==> src/rtl/uart_pkg.sv <==
// Shared types and frame constants for the a0 UART transmitter.
package uart_pkg;

  typedef enum logic [1:0] {
    ST_IDLE  = 2'd0,
    ST_START = 2'd1,
    ST_DATA  = 2'd2,
    ST_STOP  = 2'd3
  } tx_state_t;

  // One start bit, eight data bits, one stop bit.
  localparam int FRAME_BITS = 10;
  localparam int DATA_BITS  = FRAME_BITS - 2;

endpackage

==> src/rtl/sync_fifo.sv <==
// Synchronous FIFO with power-of-two depth and a combinational head read.
// A push while full is accepted only when a pop happens in the same cycle.
module sync_fifo #(
  parameter int WIDTH = 8,
  parameter int DEPTH = 4
) (
  input  logic                       clk_i,
  input  logic                       rst_ni,
  input  logic                       push,
  input  logic                       pop,
  input  logic [WIDTH-1:0]           din,
  output logic [WIDTH-1:0]           dout,
  output logic                       full,
  output logic                       empty,
  output logic [$clog2(DEPTH+1)-1:0] count
);
  localparam int AW = $clog2(DEPTH);
  localparam int CW = $clog2(DEPTH + 1);

  logic [WIDTH-1:0] mem_q [DEPTH];
  logic [AW-1:0]    wr_ptr_q, wr_ptr_d;
  logic [AW-1:0]    rd_ptr_q, rd_ptr_d;
  logic [CW-1:0]    count_q, count_d;
  logic             wr_en, rd_en;

  always_comb begin
    rd_en    = pop && (count_q != '0);
    wr_en    = push && ((count_q != CW'(DEPTH)) || rd_en);
    wr_ptr_d = wr_en ? wr_ptr_q + AW'(1) : wr_ptr_q;
    rd_ptr_d = rd_en ? rd_ptr_q + AW'(1) : rd_ptr_q;
    count_d  = count_q;
    if (wr_en && !rd_en) begin
      count_d = count_q + CW'(1);
    end else if (rd_en && !wr_en) begin
      count_d = count_q - CW'(1);
    end
  end

  always_ff @(posedge clk_i) begin
    if (!rst_ni) begin
      wr_ptr_q <= '0;
      rd_ptr_q <= '0;
      count_q  <= '0;
    end else begin
      wr_ptr_q <= wr_ptr_d;
      rd_ptr_q <= rd_ptr_d;
      count_q  <= count_d;
    end
  end

  // When full, the write slot equals the head slot; the head is read before it is overwritten.
  always_ff @(posedge clk_i) begin
    if (wr_en) begin
      mem_q[wr_ptr_q] <= din;
    end
  end

  assign dout  = mem_q[rd_ptr_q];
  assign full  = (count_q == CW'(DEPTH));
  assign empty = (count_q == '0);
  assign count = count_q;

endmodule

==> src/rtl/a0_uart_tx.sv <==
// Byte-change-triggered UART transmitter: every change on data_i queues that byte
// and the FSM sends it as an 8N1 frame on tx_o.
module a0_uart_tx
  import uart_pkg::*;
#(
  parameter int CLKS_PER_BIT = 16,
  parameter int FIFO_DEPTH   = 4
) (
  input  logic       clk_i,
  input  logic       rst_ni,
  input  logic [7:0] data_i,
  output logic       tx_o,
  output logic       busy_o,
  output logic       overflow_o
);
  localparam int          CW       = $clog2(FIFO_DEPTH + 1);
  localparam int          BW       = $clog2(DATA_BITS);
  localparam logic [15:0] BIT_LAST = 16'(CLKS_PER_BIT - 1);

  tx_state_t      state_q, state_d;
  logic           tx_q, tx_d;
  logic [15:0]    timer_q, timer_d;
  logic [BW-1:0]  bit_idx_q, bit_idx_d;
  logic [7:0]     shift_q, shift_d;
  logic [7:0]     prev_q, prev_d;
  logic           overflow_q, overflow_d;

  logic           push, pop;
  logic [7:0]     fifo_dout;
  logic           fifo_full, fifo_empty;
  logic [CW-1:0]  fifo_count;

  sync_fifo #(
    .WIDTH (8),
    .DEPTH (FIFO_DEPTH)
  ) u_fifo (
    .clk_i  (clk_i),
    .rst_ni (rst_ni),
    .push   (push),
    .pop    (pop),
    .din    (data_i),
    .dout   (fifo_dout),
    .full   (fifo_full),
    .empty  (fifo_empty),
    .count  (fifo_count)
  );

  always_comb begin
    prev_d     = data_i;
    push       = (data_i != prev_q);
    pop        = (state_q == ST_IDLE) && !fifo_empty;
    overflow_d = overflow_q | (push & fifo_full & ~pop);

    state_d   = state_q;
    tx_d      = tx_q;
    timer_d   = timer_q;
    bit_idx_d = bit_idx_q;
    shift_d   = shift_q;

    // tx_d is the line level for the cycle after this edge, so tx_o stays registered.
    case (state_q)
      ST_IDLE: begin
        tx_d = 1'b1;
        if (pop) begin
          shift_d = fifo_dout;
          timer_d = '0;
          state_d = ST_START;
          tx_d    = 1'b0;
        end
      end
      ST_START: begin
        if (timer_q == BIT_LAST) begin
          timer_d   = '0;
          bit_idx_d = '0;
          state_d   = ST_DATA;
          tx_d      = shift_q[0];
        end else begin
          timer_d = timer_q + 16'd1;
        end
      end
      ST_DATA: begin
        if (timer_q == BIT_LAST) begin
          timer_d = '0;
          if (bit_idx_q == BW'(DATA_BITS - 1)) begin
            state_d = ST_STOP;
            tx_d    = 1'b1;
          end else begin
            bit_idx_d = bit_idx_q + BW'(1);
            tx_d      = shift_q[bit_idx_d];
          end
        end else begin
          timer_d = timer_q + 16'd1;
        end
      end
      ST_STOP: begin
        if (timer_q == BIT_LAST) begin
          timer_d = '0;
          state_d = ST_IDLE;
          tx_d    = 1'b1;
        end else begin
          timer_d = timer_q + 16'd1;
        end
      end
      default: begin
        state_d = ST_IDLE;
        tx_d    = 1'b1;
      end
    endcase
  end

  always_ff @(posedge clk_i) begin
    if (!rst_ni) begin
      state_q    <= ST_IDLE;
      tx_q       <= 1'b1;
      timer_q    <= '0;
      bit_idx_q  <= '0;
      shift_q    <= '0;
      prev_q     <= 8'h00;
      overflow_q <= 1'b0;
    end else begin
      state_q    <= state_d;
      tx_q       <= tx_d;
      timer_q    <= timer_d;
      bit_idx_q  <= bit_idx_d;
      shift_q    <= shift_d;
      prev_q     <= prev_d;
      overflow_q <= overflow_d;
    end
  end

  assign tx_o       = tx_q;
  assign busy_o     = (state_q != ST_IDLE) || (fifo_count != '0);
  assign overflow_o = overflow_q;

endmodule

==> config.mk <==
export PLATFORM = sky130hd
export DESIGN_NAME = a0_uart_tx
export DESIGN_NICKNAME = d
export VERILOG_FILES = /design/src/rtl/uart_pkg.sv /design/src/rtl/sync_fifo.sv /design/src/rtl/a0_uart_tx.sv
export SDC_FILE = /design/constraint.sdc
export NUM_CORES = 1
export LEC_CHECK = 0
export CORE_ASPECT_RATIO = 1.25
export CORE_MARGIN = 2
export CORE_UTILIZATION = 51
export DETAILED_ROUTE_END_ITERATION = 16
export PLACE_DENSITY = 0.73
export SYNTH_ARGS = -nofsm -noshare
export SYNTH_HDL_FRONTEND = slang
export SYNTH_SLANG_ARGS = --single-unit
==> constraint.sdc <==
create_clock -name clk_i -period 3 [get_ports clk_i]
set_input_delay 0.45 -clock clk_i [delete_from_list [all_inputs] [get_ports clk_i]]
set_output_delay 0.45 -clock clk_i [all_outputs]
set_load 0.005 [all_outputs]
### After elaboration in Yosys (flattened, before gate mapping)

Memory sizes are Yosys's and may differ from the RTL's. A register that Yosys moved wholly into a read port is not among the register bits.
Cells that the tools add are included.
W data, S select, Z words.

| storage, ports and cells | value |
|---|---|
| register bits after elaboration | 38 |
| bits in writable memories | 32 |
| input port bits | 10 |
| logic and storage cells | 82 |
| memories kept | 1 |

| operators by class | value |
|---|---|
| add/subtract/negate cells | 6 |
| magnitude comparators | 1 |
| equal/unequal tests | 14 |
| mux-type cells | 25 |
| bitwise gates (word level) | 4 |
| reduce and logical (&&, ||, !) cells | 22 |

Memories:

| name | depth | width | read ports | clocked after memory_dff | write ports | line | RTL |
|---|---|---|---|---|---|---|---|
| u_fifo.mem_q | 4 | 8 | 1 | 1 | 1 | sync_fifo.sv:20 | `logic [WIDTH-1:0] mem_q [DEPTH];` |

Operator list:

| operator | count |
|---|---|
| $mux W16 | 2 |
| $pmux W16 S2 | 1 |
| $add A16 B1 Y16 const B | 1 |
| $eq A16 B4 Y1 const B | 1 |
| $mux W3 | 5 |
| $mux W2 | 5 |
| $ne A2 B2 Y1 const B | 5 |
| $mux W1 | 8 |
| $ne A8 B8 Y1 | 1 |
| $pmux W2 S4 | 1 |
| $add A3 B1 Y3 const B | 2 |
| $eq A3 B3 Y1 const B | 2 |
| $pmux W3 S2 | 1 |
| $reduce_bool A2 Y1 | 3 |
| $logic_and A1 B1 Y1 | 5 |
| $reduce_and A5 Y1 | 1 |
| $add A2 B1 Y2 const B | 2 |
| $eq A2 B2 Y1 const B | 2 |
| $logic_not A1 Y1 | 4 |
| $lt A3 B4 Y1 const B | 1 |
| $pmux W1 S4 | 1 |
| $reduce_and A4 Y1 | 1 |
| $bmux W1 S3 | 1 |
| $logic_not A3 Y1 | 1 |
| 13 further kinds | 15 |

### Logic depth before layout (Yosys ltp)

| logic depth | value |
|---|---|
| word-level depth | 10 |
| mapped depth | 10 |
| depth with buffers taken out | 10 |

### Modules after synthesis

A second synthesis with hierarchy kept.

| second synthesis, totals | value |
|---|---|
| cell total of the unflattened synthesis | 308 |
| area total of the unflattened synthesis | 3,584.7 um^2 |

Modules (own cells, without submodules):

| module | times used | cells an instance | area each (um^2) | seq. area each (um^2) |
|---|---|---|---|---|
| a0_uart_tx | 1 | 218 | 1,940.6 | 780.7 |
| sync_fifo | 1 | 90 | 1,644.1 | 1,141.1 |

### Worst setup path before layout

No wires, ideal clock.

| path | value |
|---|---|
| kind | input-to-reg |
| start | input data_i[1] |
| end | register u_fifo.count_q[2], in the netlist u_fifo.count[2] |
| data arrival time | 2.263 ns |
| setup slack | 0.667 ns |
| stages | 9 |
| path through | xor2_1 > nor4_1 > a21oi_1 > ha_1 > inv_1 > fa_1 > xor2_1 > or3_1 > a21oi_1 |

| between the ends | value |
|---|---|
| longest elaborated chain between the ends | 5 |
| elaborated cells on any way between the ends | 7 |
| classes of those cells | eq/ne: 1; mux: 1; reduce/logical: 5 |

Ends and longest elaborated chain:

| item | line | RTL |
|---|---|---|
| start: declaration | a0_uart_tx.sv:11 | `input logic [7:0] data_i,` |
| $ne A8 B8 Y1 * | a0_uart_tx.sv:50 | `push = (data_i != prev_q);` |
| $logic_and A1 B1 Y1 * | sync_fifo.sv:28 | `wr_en = push && ((count_q != CW'(DEPTH)) \|\| rd_en);` |
| net u_fifo.wr_en | sync_fifo.sv:24 | `logic wr_en, rd_en;` |
| $logic_not A1 Y1 | sync_fifo.sv:34 | `end else if (rd_en && !wr_en) begin` |
| $logic_and A1 B1 Y1 | sync_fifo.sv:34 |  |
| $reduce_bool A2 Y1 (no source line) | n/a |  |
| end signal: assignment | sync_fifo.sv:47 | `count_q <= count_d;` |
| end: declaration | sync_fifo.sv:23 | `logic [CW-1:0] count_q, count_d;` |

Mark *: on every way through the listed nets, which the timed path passes. The rest lies on a longest branch.
A chain may end at the register's enable or synchronous reset.

### Worst setup path after layout

| path | value |
|---|---|
| start | input data_i[0] |
| end | register u_fifo.count_q[2], in the netlist u_fifo.count[2] |

Same word-level chain as after synthesis.

==> qor.yml <==
status: "completed"
worst_slew_pin_slew_ns: 0.6712
r2r_setup_slack_ns: 0.63
multi_input_area_um2: 1587
synth_compound_area_share_pct: 8.140
synth.avg_cell_area_um2: 11.36
grt_max_degree: 29
postCtsSetupBuffers: 0
wl_um: 6440
numCtsBuffers: 9
cp-startpoint: "data_i[0]"
synth_top_family_by_area: "simple AND/OR/NAND/NOR gates"
ys_types: 54
hold_start: "shift_q[5]"
final_nets: 356
reg2regPathDepth: 10
r2r-start: "state_q[0]"
drive_gt1_share_pct: 13.35
clock_path_buffers: 2
tritoncts: "done"
clkLatencyLatePin_ns: 0.34
synthXorXnorAreaFrac_pct: 2.947
root_buffer: "clkbuf_8"
max-slew-margin-rel_pct: 55.19
hold_class: "reg2reg"
synth_nets: 338
dieArea_um2: 7681
tns_ns: 0
synthSimpleGateAreaFrac_pct: 20.56
cp-endpoint: "u_fifo.count[2]"
hold_viol_final: 0
synthToLayoutAreaGrowth_pct: 12.35
crit_arrival_ns: 2.88
ctsResizeCount: 0
clk_pin_slew_ns: 0.09
htreeDepth: 3
rsz0062_at_grt: "no"
coreArea_um2: 6849
synth-main-ff-cell: "dfxtp_1"
grt_pass1_wl_um: 10790
dp_hpwl_um: 4459
synthAdderAreaFrac_pct: 5.123
fmax_mhz: 383.1
slowest_stage: "clkdlybuf4s50_1"
finalCriticalPeriod_ns: 2.611
n_antenna_cell: 0
rows: 34
synth.yosys.warnings: 0
required_ns: 3.27
cts_sinks: 78
finalClockSkew_ns: 0.009695
finalSetupViolCount: 0
ir_drop_v: 0.0005088
start_kind: "input pin"
viasPerCell: 5.649
antenna_found_initial: 0
whs_ns: 0.4562
drtIter0Drc: 110
start_util_pct: 52.06
synthMuxAreaShare_pct: 7.719
die_h_um: 97.49
maxCapViolCount: 0
regArea_um2: 1882
hold_depth: 2
crit_chain: "clkdlybuf4s50_1, xor2_1, nor4_1, a21oi_1, ha_1, inv_1, fa_1, xor2_1, or3_1, a21oi_1"
grt.overflow.total: 0
cp_max_fo: 6
slew_viol_final: 0
synth_edf_count: 32
period_share_pct: 87.02
remaining_drc_errors: 0
ys_async_sr_fraction_pct: 0
wl_per_cell_um: 15.08
gp_congestion: 0.7850
track_usage_pct: 18.34
drtPass1Iterations: 4
seq_area_frac_synth_pct: 52.77
syn_area_um2: 3566
slowest_delay_ns: 0.57
postSynthCellCount: 314
synth-seq-cells: 78
via_count: 2412
die_x_um: 78.79
fin_util_pct: 58.49
crit_type: "in2reg"
total_leakage_power_nw: 1.424
cellPowerDensity_nw_per_um2: 828.2
io_buffers: 12
hold_buffers: 0
grt_pass1_vias: 2313
io_pins: 13
fillers: 549
drtAntennaViolNets: 0
endpoint_kind: "flop"
rr_endpoint: "u_fifo.count[2]"
## cells in the final DEF, fill, tap and decap left out, drive strengths merged, types with 2 or more instances in the layout
cell,instances
nor4,8
nor3,4
clkinv,3
mux4,10
or4,3
clkinvlp,2
a31oi,2
nand4,9
ha,13
edfxtp,32
o21ai,10
nor4b,2
clkdlybuf4s50,12
nand2,35
inv,12
nand4b,4
dfxtp,46
nor2,11
o21a,2
buf,8
or4b,3
and2,14
xor2,11
nand3,17
and3,2
or3,4
a21oi,22
clkbuf,9
o311ai,2
or2,2
mux2i,5
## per-stage QoR
stage | setup WS, ns | instance area, um^2 | instances | power [mW]
global route | 0.3006 | 4006 | 427 | 3.534
CTS | 0.4028 | 4006 | 427 | 3.354
global placement | 0.2226 | 3802 | 411 | 2.520
floorplan | 0.6666 | 3566 | 314 | 2.231
finish | 0.3894 | 4006 | 427 | 3.318
detailed placement | 0.1142 | 3802 | 411 | 2.556
## registers in the layout, summed over array words and instances, names as in the netlist, 2 cells and up
signal and flops:
state_q 2, shift_q 8, u_fifo.mem_q 32, timer_q 16, prev_q 8, bit_idx_q 3
u_fifo.wr_ptr_q 2, u_fifo.count 3, u_fifo.rd_ptr_q 2
## critical path: cells and delay by family
family,cells,cell delay [ns]
buffers and inverters,2,0.63
adder cells (fa/ha/maj),2,0.61
AO/OA/AOI/OAI,2,0.41
AND/OR/NAND/NOR,2,0.40
XOR/XNOR,2,0.36
## report_power, final
part	switching (mW)	total [mW]	internal (mW)
clock	0.408	0.803	0.395
combinational	0.582	1.08	0.494
sequential	0.137	1.44	1.30
## how the worst min path moves through the flow
stage            endpoint  slack, ns
2_1_floorplan  shift_q[2]       0.43
3_3_place_gp   shift_q[1]       0.44
3_5_place_dp   shift_q[1]       0.45
4_1_cts        shift_q[6]       0.46
5_1_grt        shift_q[1]       0.48
6_report       shift_q[5]       0.46
## area by class of cell
type / instances / share of cell area [%]
flip-flops and latches: 78 / 46.97
clock buffers: 9 / 3.092
multi-input cells: 212 / 39.60
repair buffers: 20 / 4.497
well taps: 90 / 2.811
clock inverters: 7 / 1.999
inverters: 11 / 1.031
## Yosys cell counts (3+ instances only)
master / count / share of area [%]
clkbuf_1: 8 / 0.84
buf_2: 3 / 0.42
dfxtp_1: 46 / 26
or4_1: 3 / 0.63
or3_1: 4 / 0.70
nand4b_1: 4 / 0.98
nand4_1: 7 / 1.2
and2_1: 12 / 2.1
ha_1: 13 / 4.6
o21ai_0: 10 / 1.4
mux4_2: 10 / 6.3
nor3_1: 4 / 0.56
nor4_1: 6 / 1.1
nand3_1: 17 / 2.4
xor2_1: 11 / 2.7
a21oi_1: 22 / 3.1
edfxtp_1: 32 / 27
nand2_1: 35 / 3.7
inv_1: 8 / 0.84
or4b_1: 3 / 0.84
nor2_1: 11 / 1.2
mux2i_1: 5 / 1.4
## layer usage
metal,vias to the layer above,track usage (%),part of all wire [%]
met3,6,3.810,2.6
met2,33,33.27,54
met1,1169,20.50,42
li1,1204,-,-
met5,-,0,0
met4,0,7.557,1.3
## logic make-up (layout without fill, tap and decap cells)
family / Yosys count / count (layout)
compound gates: 48 / 48
xor+xnor: 12 / 12
fa+ha+maj: 14 / 14
buf+inv: 24 / 47
flops: 78 / 78
mux: 15 / 15
simple gates: 123 / 123
Power figures use the tool's default switching activity.
